File: src/rtl/pdp8_iot_pkg.sv
// Shared definitions for the PDP-8/I IOT pulse generator: sequencer states,
// MB bit positions (PDP-8 numbering, bit 0 = MSB) and MB field helpers.
package pdp8_iot_pkg;

    localparam int unsigned MB_W      = 12;
    localparam int unsigned MB_IOP1   = 11;
    localparam int unsigned MB_IOP2   = 10;
    localparam int unsigned MB_IOP4   = 9;
    localparam int unsigned MB_DEV_HI = 3;
    localparam int unsigned MB_DEV_LO = 8;
    localparam int unsigned DEV_W     = MB_DEV_LO - MB_DEV_HI + 1;

    typedef enum logic [2:0] {
        IDLE,
        SETUP,
        SLOT1,
        GAP1,
        SLOT2,
        GAP2,
        SLOT4,
        TAIL
    } iot_state_t;

    // PDP-8 bit n lives at vector index MB_W-1-n
    function automatic logic mb_bit(input logic [MB_W-1:0] mb, input int unsigned idx);
        return mb[4'(MB_W - 1 - idx)];
    endfunction

    function automatic logic [DEV_W-1:0] dev_code(input logic [MB_W-1:0] mb);
        logic [DEV_W-1:0] d;
        d = '0;
        for (int unsigned i = 0; i < DEV_W; i++) begin
            d[3'(DEV_W - 1 - i)] = mb_bit(mb, MB_DEV_HI + i);
        end
        return d;
    endfunction

endpackage

File: src/rtl/iot_slot_timer.sv
// Loadable down-counter timing each sequencer state; tc_c flags the last cycle.
module iot_slot_timer
#(
    parameter int unsigned CNT_W = 3
)(
    input  logic             clk,
    input  logic             rst_n,
    input  logic             load,
    input  logic [CNT_W-1:0] value,
    output logic             tc_c
);

    logic [CNT_W-1:0] count;

    always_ff @(posedge clk or negedge rst_n) begin
        if (!rst_n) begin
            count <= '0;
        end else if (load) begin
            count <= value;
        end else if (count != '0) begin
            count <= count - CNT_W'(1);
        end
    end

    assign tc_c = (count == '0);

endmodule

File: src/rtl/iot_pulse_gen.sv
// IOT pulse generator: latches the device code and plays IOP1/IOP2/IOP4 slots
// as active-low registered drive enables. Option macro: IOT_SKIP_SAMPLE_EN.
module iot_pulse_gen
    import pdp8_iot_pkg::*;
#(
    parameter int unsigned SETUP_W = 2,
    parameter int unsigned PULSE_W = 4,
    parameter int unsigned GAP_W   = 2
)(
    input  logic        clk,
    input  logic        rst_n,
    input  logic        start,
    input  logic [11:0] mb,
    input  logic        skip_bus_n,
    output logic [5:0]  dev_sel,
    output logic        iop1_n,
    output logic        iop2_n,
    output logic        iop4_n,
    output logic        busy,
    output logic        done,
    output logic        skip
);

    localparam int unsigned MAX_W = (SETUP_W > PULSE_W)
                                  ? ((SETUP_W > GAP_W) ? SETUP_W : GAP_W)
                                  : ((PULSE_W > GAP_W) ? PULSE_W : GAP_W);
    localparam int unsigned CNT_W = $clog2(MAX_W + 1);
    localparam logic [CNT_W-1:0] SETUP_LD = CNT_W'(SETUP_W - 1);
    localparam logic [CNT_W-1:0] PULSE_LD = CNT_W'(PULSE_W - 1);
    localparam logic [CNT_W-1:0] GAP_LD   = CNT_W'(GAP_W - 1);

    iot_state_t       state;
    iot_state_t       next_state;
    logic [2:0]       en;
    logic             accept_c;
    logic             end_c;
    logic             tc_c;
    logic             load_c;
    logic [CNT_W-1:0] load_val_c;

    iot_slot_timer #(.CNT_W(CNT_W)) u_timer (
        .clk   (clk),
        .rst_n (rst_n),
        .load  (load_c),
        .value (load_val_c),
        .tc_c  (tc_c)
    );

    // the done cycle still blocks start so a request is never half-accepted
    assign accept_c = (state == IDLE) && start && !done;
    assign end_c    = (state == TAIL) && tc_c;

    always_comb begin
        next_state = state;
        load_c     = 1'b0;
        load_val_c = '0;
        case (state)
            IDLE:  if (accept_c) begin next_state = SETUP; load_c = 1'b1; load_val_c = SETUP_LD; end
            SETUP: if (tc_c) begin next_state = SLOT1; load_c = 1'b1; load_val_c = PULSE_LD; end
            SLOT1: if (tc_c) begin next_state = GAP1;  load_c = 1'b1; load_val_c = GAP_LD;   end
            GAP1:  if (tc_c) begin next_state = SLOT2; load_c = 1'b1; load_val_c = PULSE_LD; end
            SLOT2: if (tc_c) begin next_state = GAP2;  load_c = 1'b1; load_val_c = GAP_LD;   end
            GAP2:  if (tc_c) begin next_state = SLOT4; load_c = 1'b1; load_val_c = PULSE_LD; end
            SLOT4: if (tc_c) begin next_state = TAIL;  load_c = 1'b1; load_val_c = GAP_LD;   end
            TAIL:  if (tc_c) begin next_state = IDLE; end
            default: next_state = IDLE;
        endcase
    end

    // outputs are decoded from next_state so they line up with the state register
    always_ff @(posedge clk or negedge rst_n) begin
        if (!rst_n) begin
            state   <= IDLE;
            en      <= '0;
            dev_sel <= '0;
            iop1_n  <= 1'b1;
            iop2_n  <= 1'b1;
            iop4_n  <= 1'b1;
            busy    <= 1'b0;
            done    <= 1'b0;
        end else begin
            state  <= next_state;
            busy   <= (next_state != IDLE);
            done   <= end_c;
            iop1_n <= !((next_state == SLOT1) && en[0]);
            iop2_n <= !((next_state == SLOT2) && en[1]);
            iop4_n <= !((next_state == SLOT4) && en[2]);
            if (accept_c) begin
                dev_sel <= dev_code(mb);
                en      <= {mb_bit(mb, MB_IOP4), mb_bit(mb, MB_IOP2), mb_bit(mb, MB_IOP1)};
            end
        end
    end

`ifdef IOT_SKIP_SAMPLE_EN
    logic [1:0] skip_sync;
    logic       skip_flag;
    logic       sample_c;

    assign sample_c = tc_c && (((state == SLOT1) && en[0]) ||
                               ((state == SLOT2) && en[1]) ||
                               ((state == SLOT4) && en[2]));

    // SKIP is asynchronous to the sequencer; sample the synchronised level at slot end
    always_ff @(posedge clk or negedge rst_n) begin
        if (!rst_n) begin
            skip_sync <= 2'b11;
            skip_flag <= 1'b0;
            skip      <= 1'b0;
        end else begin
            skip_sync <= {skip_sync[0], skip_bus_n};
            if (accept_c) begin
                skip_flag <= 1'b0;
            end else if (sample_c && !skip_sync[1]) begin
                skip_flag <= 1'b1;
            end
            skip <= end_c && skip_flag;
        end
    end
`else
    logic unused_skip_bus;
    assign unused_skip_bus = skip_bus_n;
    assign skip = 1'b0;
`endif

endmodule
File: config.mk
export PLATFORM = sky130hd
export DESIGN_NAME = iot_pulse_gen
export DESIGN_NICKNAME = d
export VERILOG_FILES = /design/src/rtl/pdp8_iot_pkg.sv /design/src/rtl/iot_slot_timer.sv /design/src/rtl/iot_pulse_gen.sv
export SDC_FILE = /design/constraint.sdc
export NUM_CORES = 1
export LEC_CHECK = 0
export ABC_AREA = 1
export CORE_ASPECT_RATIO = 1.1
export CORE_MARGIN = 1.5
export CORE_UTILIZATION = 25
export DETAILED_ROUTE_END_ITERATION = 7
export SLEW_MARGIN = 20
export SYNTH_ARGS = -nofsm -noshare
export SYNTH_HDL_FRONTEND = slang
export SYNTH_SLANG_ARGS = --single-unit
export TNS_END_PERCENT = 50
File: constraint.sdc
create_clock -name clk -period 2.35 [get_ports clk]
set_input_delay 0.47 -clock clk [delete_from_list [all_inputs] [get_ports clk]]
set_output_delay 0.47 -clock clk [all_outputs]
set_load 0.02 [all_outputs]
After elaboration in Yosys (flattened, before gate mapping)
Cells that the tools add are included.
{"block": "totals", "regBits": 20, "in_bits": 16, "output_inout_bits": 12, "word_cells": 56}
{"block": "classes", "n_addsub": 1, "eq_ne": 10, "muxes": 18, "reduce_logical": 18}
{"op": "3-bit 2-to-1 mux", "n": 10}
{"op": "3-bit case mux with 8 select lines", "n": 1}
{"op": "3-bit == test (second input constant)", "n": 6}
{"op": "3-bit by 2-bit == test with 1-bit output (second input constant)", "n": 3}
{"op": "1-bit logical AND", "n": 6}
{"op": "3-bit logical NOT", "n": 2}
{"op": "2-bit case mux with 3 select lines", "n": 1}
{"op": "3-bit nonzero test", "n": 2}
{"op": "3-bit OR reduction", "n": 2}
{"op": "6-bit OR reduction", "n": 1}
{"op": "1-bit logical NOT", "n": 4}
{"op": "1-bit 2-to-1 mux", "n": 4}
{"op": "3-bit by 1-bit == test with 1-bit output (second input constant)", "n": 1}
{"op": "3-bit by 1-bit subtractor with 3-bit output (second input constant)", "n": 1}
{"op": "2-bit 2-to-1 mux", "n": 1}
{"op": "1-bit case mux with 2 select lines", "n": 1}
{"op": "2-bit nonzero test", "n": 1}

Longest topological paths before layout
Gate-level depths: netlist (run 1).
{"block": "logic_depth", "ltp_word": 8, "mapped_depth": 10}

Modules after synthesis
A second synthesis (run 1) with hierarchy kept.
{"block": "unflattened", "hier_cells": 126, "hier_area_um2": 1042.2}
{"module": "iot_pulse_gen", "n_inst": 1, "cells_per_inst": 94, "area_each_um2": 834.6, "seq_area_each_um2": 429.2}
{"module": "iot_slot_timer", "n_inst": 1, "cells_per_inst": 32, "area_each_um2": 207.7, "seq_area_each_um2": 75.1}

Worst setup path before layout (run 1)
Ideal clock, no wire load.
{"block": "synth_path", "kind": "reg2reg", "startpoint": "reg u_timer.count[0]", "endpoint": "reg iop1_n", "setup_ns": 0.086, "arrival_ns": 1.178, "required_time_ns": 2.264, "setup_slack_ns": 1.087, "stages_incl_launch_ff": 10, "path_cell_list": "dfrtp_1 inv_1 ha_1 inv_1 nor2_4 nand2_1 nand2_1 nand2_2 nor2_1 nand3_1"}
{"block": "synth_via", "elab_chain_cells": 6, "elab_cells_between_ends": 12}
{"element": "from (decl)", "line": "iot_slot_timer.sv:13", "rtl": "logic [CNT_W-1:0] count;"}
{"element": "from (signal assigned)", "line": "iot_slot_timer.sv:19", "rtl": "count <= value;"}
{"element": "from (signal assigned)", "line": "iot_slot_timer.sv:21", "rtl": "count <= count - CNT_W'(1);"}
{"element": "3-bit logical NOT (*)", "line": "iot_slot_timer.sv:25", "rtl": "assign tc_c = (count == '0);"}
{"element": "3-bit 2-to-1 mux (tied with other cells)", "line": "iot_pulse_gen.sv:65", "rtl": "TAIL: if (tc_c) begin next_state = IDLE; end"}
{"element": "3-bit case mux with 8 select lines (*)", "line": "iot_pulse_gen.sv:57", "rtl": "case (state)"}
{"element": "3-bit by 2-bit == test with 1-bit output (*)", "line": "iot_pulse_gen.sv:85", "rtl": "iop1_n <= !((next_state == SLOT1) && en[0]);"}
{"element": "1-bit logical AND (*)", "line": "iot_pulse_gen.sv:85"}
{"element": "1-bit logical NOT (*)", "line": "iot_pulse_gen.sv:85"}
{"element": "to (signal assigned)", "line": "iot_pulse_gen.sv:85"}
{"element": "to (decl)", "line": "iot_pulse_gen.sv:16", "rtl": "output logic iop1_n,"}
Mark *: on every way between the ends. The rest lies on a longest branch, timed or not.
A chain may end at the register's enable or synchronous reset.

Worst setup path after layout (run 1)
{"block": "layout_path", "startpoint": "reg iop2_n", "endpoint": "out iop2_n"}
{"element": "from (decl)", "line": "iot_pulse_gen.sv:17", "rtl": "output logic iop2_n,"}
{"element": "from (signal assigned)", "line": "iot_pulse_gen.sv:86", "rtl": "iop2_n <= !((next_state == SLOT2) && en[1]);"}
No word-level cell between the ends.

==> results of run 1 <==
-- how the worst max path moves through the flow --
stage / start / endpoint / slack (ns) / depth (start not counted)
2_1_floorplan: u_timer.count[0]$_DFFE_PN0P_ / iop1_n$_DFF_PN1_ / 1.09 / 9
3_3_place_gp: start / dev_sel[0]$_DFFE_PN0P_ / 0.52 / 7
3_5_place_dp: start / dev_sel[4]$_DFFE_PN0P_ / 0.52 / 7
4_1_cts: iop2_n$_DFF_PN1_ / iop2_n / 0.51 / 1
5_1_grt: iop2_n$_DFF_PN1_ / iop2_n / 0.48 / 1
6_report: iop2_n$_DFF_PN1_ / iop2_n / 0.52 / 1
-- per-layer routing --
metal | track usage (%) | wire length (um)
met1 | 11.8 | 744
met2 | 16.4 | 851
met3 | 2.30 | 71
met4 | 4.79 | 20
met5 | 0 | 0
-- synth_stat cells --
cell      number  area share (%)
inv_2          2            0.80
nor3_1         2             1.1
conb_1         1            0.40
buf_2          1            0.53
nand4_1        1            0.67
inv_1         20             8.0
nor2_4         2             2.4
nand3_1        6             3.2
dfstp_2        3             8.4
nand2_2        3             2.0
xor2_2         1             1.7
nand3_2        1             1.1
buf_4          2             1.6
nor2_2         1            0.67
o21ai_1        3             1.6
inv_4          1            0.67
o21ai_0        6             3.2
xnor2_1        1            0.94
dfrtp_1       17              45
ha_1           2             2.7
nand2_1       24             9.6
o21bai_1       1            0.80
nor2_1         6             2.4
-- cells by family after synthesis --
logic type      count (synthesis)
compound gates                 10
xor+xnor                        2
fa+ha+maj                       2
buf+inv                        26
flops                          20
other cells                     1
simple gates                   46
-- registers in the layout (all words and copies together), names as in the netlist --
signal / cells
en: 3
u_timer.count: 3
iop4_n: 1
state: 3
dev_sel: 6
iop1_n: 1
iop2_n: 1
busy: 1
done: 1
-- layout make-up --
cell class / instances / area (um2)
clock buffers: 3 / 41.3
clock inverters: 1 / 30.0
fillers: 400 / 2340
inverters: 23 / 88.8
multi-input cells: 61 / 323
flip-flops and latches: 20 / 504
well taps: 50 / 62.6
repair buffers: 24 / 235
-- report_power, final --
part	internal, mW	switching [mW]
clock network	0.227	0.113
logic	0.315	0.428
registers	0.500	0.0974
total	1.04	0.638
==> metrics.md, run 1 <==
| Metric | Value |
|---|---|
| Cell variety after synth | `23` |
| Commonest non-fill, non-tap cell in the layout | `nand2_1` |
| H-tree Lvls | `1` |
| Status | `finished, final reports clean` |
| Avg Inst Size Synth | `8.75 um2` |
| Max incr delay on CP | `0.59 ns` |
| Largest net degree at the start of global routing | `13` |
| Starting Density | `around a quarter` |
| Post-Synth Simple-Gate Area | `23.1%` |
| Worst setup slack before clock tree synthesis | `0.522 ns` |
| Max Clock Skew | `0.000630 ns` |
| Final WS setup | `0.517 ns` |
| Leakage | `0.634 nW` |
| RSZ-0062 raised after global routing | `false` |
| Total number of vias | `714` |
| Hold_sp | `en[0]$_DFFE_PN0P_` |
| CP max stage cell | `clkdlybuf4s50_1` |
| Post-Synth Adder-Cell Area | `2.67%` |
| Setup TNS | `0 ns` |
| Reg2reg end | `iop4_n$_DFF_PN1_` |
| Die area | `slightly above 4000 um2` |
| Placed cell areas | `between 1000 and 1500 um2` |
| Post-route ant nets | `0` |
| Detailed Place HPWL | `roughly 1300 um` |
| Final wirelength | `1690 um` |
| Core outline area | `3630 um2` |
| Post-CTS Setup Bufs | `0` |
| Crit. End Element | `output pin` |
| Mux share of post-synthesis cell area | `0%` |
| Worst reg2reg path depth | `9` |
| CP Buf/Inv Count | `1` |
| Gr usage total | `9.84%` |
| Critical Path Fanout Max | `1` |
| Crit path max-delay family | `buffers and inverters` |
| CP startpoint kind | `flip-flop` |
| ANT cells | `0` |
| Highest-count cells in the layout ignoring fill and taps | `24 x nand2_1, 22 x clkdlybuf4s50_1, 20 x inv_1` |
| Syn nets | `125` |
| GPL Wtd Cong | `0.783` |
| Final #Nets | `~150` |
| F_max | `546 MHz` |
| Drt wl/cell | `roughly 9.3 um` |
| Synth warnings | `0` |
| Min-Delay Endpoint | `iop1_n$_DFF_PN1_` |
| CTS buffer count | `3` |
| Design Power | `1.68 mW` |
| Share of cells above drive strength 1 | `~15%` |
| Post-Layout Cell Count | `182` |
| Crit path kind | `reg2out` |
| CTS-repair resized insts | `0` |
| Worst vdd ir | `about 540 uV` |
| Number of global-route vias before repair | `734` |
| Slew HR | `about 65%` |
| Largest family of logic cells by synthesized area | `simple AND/OR/NAND/NOR gates` |
| Fin. max-slew vios | `0` |
| Area delta synth->final | `37.3%` |
| Initial DRC Count | `6` |
| Vias per inst | `3.92` |
| Max_cap viols | `0` |
| Root Driver | `clkbuf_8` |
| Die W | `between 60 and 70 um` |
| Die Y | `67.2 um` |
| Num ports | `28` |
| Row count | `23` |
| Syn Inst Count | `107` |
| Post-route cell area | `between 1000 and 1500 um2` |
| Crit share post-route | `78.0%` |
| Clock sink total | `20` |
| Later-pin clock latency in the skew report | `0.25 ns` |
| Worst Hold Depth | `1` |
| Xor/xnor cell area share of the yosys netlist | `2.67%` |
| Fin util | `between 30 and 40%` |
| Clock period minus final worst setup slack | `1.83 ns` |
| First-pass GRT wire length | `3040 um` |
| Sequential share of the synthesized area | `53.9%` |
| Placed Instances | `178` |
| Power Dens Cells | `between 1000 and 1500 nW/um2` |
| Final Setup Violations | `0` |
| TritonRoute pass-1 iters | `4` |
| Worst reg2reg setup slack | `0.95 ns` |
| Hold Vio Cnt, Final | `0` |
| GRT overflow | `0` |
| Post-CTS Hold Buffers | `0` |
| Antenna violations before repair | `0` |
| Clock tree buffer depth | `2` |
| Synth Area in Compound Gates | `5.61%` |
| Slew @ Worst Pin | `0.525 ns` |
| CTS tree | `built` |
| Synthesized cell area | `936 um2` |
| Worst hold slack | `approximately 0.43 ns` |
| Port Buffers | `22` |
| Min-Delay Path Class | `reg2reg` |
| FF+latch count, synth | `20` |
| Worst r2r src | `u_timer.count[0]$_DFFE_PN0P_` |
| Cell Chain, Critical Path | `clkdlybuf4s50_1` |
| Critical Path RT | `1.88 ns` |
| Clk pin slew, worst setup/hold paths | `0.07 ns` |
| CP arrival | `1.36 ns` |
| # DRC | `0` |
Note: power is estimated with default switching activity, not from simulation.
==> inputs of run 2 (changes only) <==
==> constraint.sdc (replaced) <==
create_clock -name clk -period 1.9 [get_ports clk]
set_input_delay 0.38 -clock clk [delete_from_list [all_inputs] [get_ports clk]]
set_output_delay 0.38 -clock clk [all_outputs]
set_load 0.02 [all_outputs]
==> metrics.md, run 2 (synthesis results as in run 1) <==
| Metric | Value |
|---|---|
| CTS buffer count | `3 (unchanged)` |
| Max reg flops | `6 (unchanged)` |
| Leakage | `0.634 nW (unchanged)` |
| Area delta synth->final | `37.3% (unchanged)` |
| Largest net degree at the start of global routing | `21 (+8)` |
| Max_cap viols | `0 (unchanged)` |
| Die area | `4120 um2 (unchanged)` |
| Min-Delay Path Class | `reg2reg` |
| CP Buf/Inv Count | `1 (unchanged)` |
| Core outline area | `3630 um2 (unchanged)` |
| # DRC | `0 (unchanged)` |
| Status | `finished, final reports clean` |
| Port Buffers | `22 (unchanged)` |
| Worst reg2reg setup slack | `0.51 ns (-0.44 ns)` |
| ANT cells | `0 (unchanged)` |
| F_max | `571 MHz` |
| Worst vdd ir | `705 uV (+30%)` |
| Fin util | `35.4% (unchanged)` |
| Row count | `23 (unchanged)` |
| CP arrival | `1.37 ns (about the same)` |
| Post-route ant nets | `0 (unchanged)` |
| Fin. max-slew vios | `0 (unchanged)` |
| Highest-count cells in the layout ignoring fill and taps | `24 x nand2_1, 22 x clkdlybuf4s50_1, 20 x inv_1` |
| Critical Path Fanout Max | `1 (unchanged)` |
| Starting Density | `25.8% (unchanged)` |
| Crit. End Element | `output pin` |
| Crit path kind | `reg2out` |
| Power Dens Cells | `1610 nW/um2 (+24%)` |
| Root Driver | `clkbuf_8` |
| Commonest non-fill, non-tap cell in the layout | `nand2_1` |
| Final #Nets | `151 (unchanged)` |
| First-pass GRT wire length | `2750 um (-9.7%)` |
| Gate power share | `44.1% (about the same)` |
| Critical Path RT | `1.52 ns (-0.36 ns)` |
| Total number of vias | `711 (-0.42%)` |
| Later-pin clock latency in the skew report | `0.26 ns (about the same)` |
| RSZ-0062 raised after global routing | `false` |
| Number of global-route vias before repair | `670 (-8.7%)` |
| Worst hold slack | `0.428 ns (+0.000479 ns)` |
| H-tree Lvls | `1 (unchanged)` |
| Drt wl/cell | `8.73 um (-5.9%)` |
| Die W | `61.3 um (unchanged)` |
| Gr usage total | `9.26% (-0.58 points)` |
| Clock tree buffer depth | `2 (unchanged)` |
| CP max stage cell | `clkdlybuf4s50_1` |
| Num ports | `28 (unchanged)` |
| Share of cells above drive strength 1 | `15.2% (unchanged)` |
| GRT overflow | `0 (unchanged)` |
| Clk pin slew, worst setup/hold paths | `0.08 ns (about the same)` |
| TritonRoute pass-1 iters | `2 (-2)` |
| Post-CTS Hold Buffers | `0 (unchanged)` |
| Design Power | `2.07 mW (+24%)` |
| CTS tree | `built` |
| CP startpoint kind | `flip-flop` |
| Clock power frac | `20.6% (+0.4 points)` |
| P_sw | `0.786 mW (+23%)` |
| Cell Chain, Critical Path | `clkdlybuf4s50_1` |
| Detailed Place HPWL | `1200 um (-8.0%)` |
| GPL Wtd Cong | `0.766 (-2.2%)` |
| Crit path max-delay family | `buffers and inverters` |
| Max Clock Skew | `0.00128 ns (+0.000647 ns)` |
| CTS-repair resized insts | `0 (unchanged)` |
| Hold Vio Cnt, Final | `0 (unchanged)` |
| Sequential power share | `35.3% (-0.3 points)` |
| Final Setup Violations | `0 (unchanged)` |
| Crit share post-route | `92.2%` |
| Die Y | `67.2 um (unchanged)` |
| Post-CTS Setup Bufs | `0 (unchanged)` |
| Switch share | `37.9% (-0.097 points)` |
| Reg with most FFs | `dev_sel` |
| Clock sink total | `20 (unchanged)` |
| Final wirelength | `1590 um (-5.9%)` |
| Max incr delay on CP | `0.59 ns (about the same)` |
| Setup TNS | `0 ns (unchanged)` |
| Antenna violations before repair | `0 (unchanged)` |
| Initial DRC Count | `10 (+4)` |
| Pint | `1.29 mW (+24%)` |
| Clock period minus final worst setup slack | `1.75 ns` |
| Vias per inst | `3.91 (-0.42%)` |
run 2: cell counts in the layout (fill, tap and decap cells not counted):
Identical to the previous run, type by type.
run 2: power groups by stage:
stage	sequential (mW)	clock [mW]	combinational [mW]
2_1_floorplan	0.831	0	0.537
3_3_place_gp	0.738	0	0.911
3_5_place_dp	0.740	0	0.935
4_1_cts	0.736	0.443	0.938
5_1_grt	0.759	0.455	1.04
6_report	0.732	0.427	0.915
run 2: final timing paths:
kind | startpoint | to | cells after the start
max in group asynchronous | rst_n | iop4_n$_DFF_PN1_ | 2
max | iop1_n$_DFF_PN1_ | iop1_n | 1
min in group asynchronous | rst_n | busy$_DFF_PN0_ | 2
max reg2reg | u_timer.count[0]$_DFFE_PN0P_ | iop4_n$_DFF_PN1_ | 9
min | en[0]$_DFFE_PN0P_ | iop1_n$_DFF_PN1_ | 1
min reg2reg | en[0]$_DFFE_PN0P_ | iop1_n$_DFF_PN1_ | 1
run 2: final cells by class:
type | instances | area (um2)
fillers | 412 | 2340
flip-flops and latches | 20 | 504
multi-input cells | 61 | 323
repair buffers | 24 | 235
inverters | 23 | 88.8
well taps | 50 | 62.6
clock buffers | 3 | 41.3
clock inverters | 1 | 30.0
run 2: through the flow:
step / std cells / worst slack (ns) / area, um2
3_3_place_gp: 178 / 0.258 / 1210
4_1_cts: 182 / 0.129 / 1280
6_report: 182 / 0.149 / 1280
2_1_floorplan: 107 / 0.637 / 936
5_1_grt: 182 / 0.104 / 1280
3_5_place_dp: 178 / 0.259 / 1210
run 2: routing by layer:
layer | up-vias | track usage [%] | part of all wire [%]
met4 | 0 | 6.38 | 3.0
met5 | - | 0 | 0
met3 | 4 | 2.68 | 4.5
met1 | 325 | 11.1 | 46
met2 | 17 | 14.1 | 46
li1 | 365 | - | -
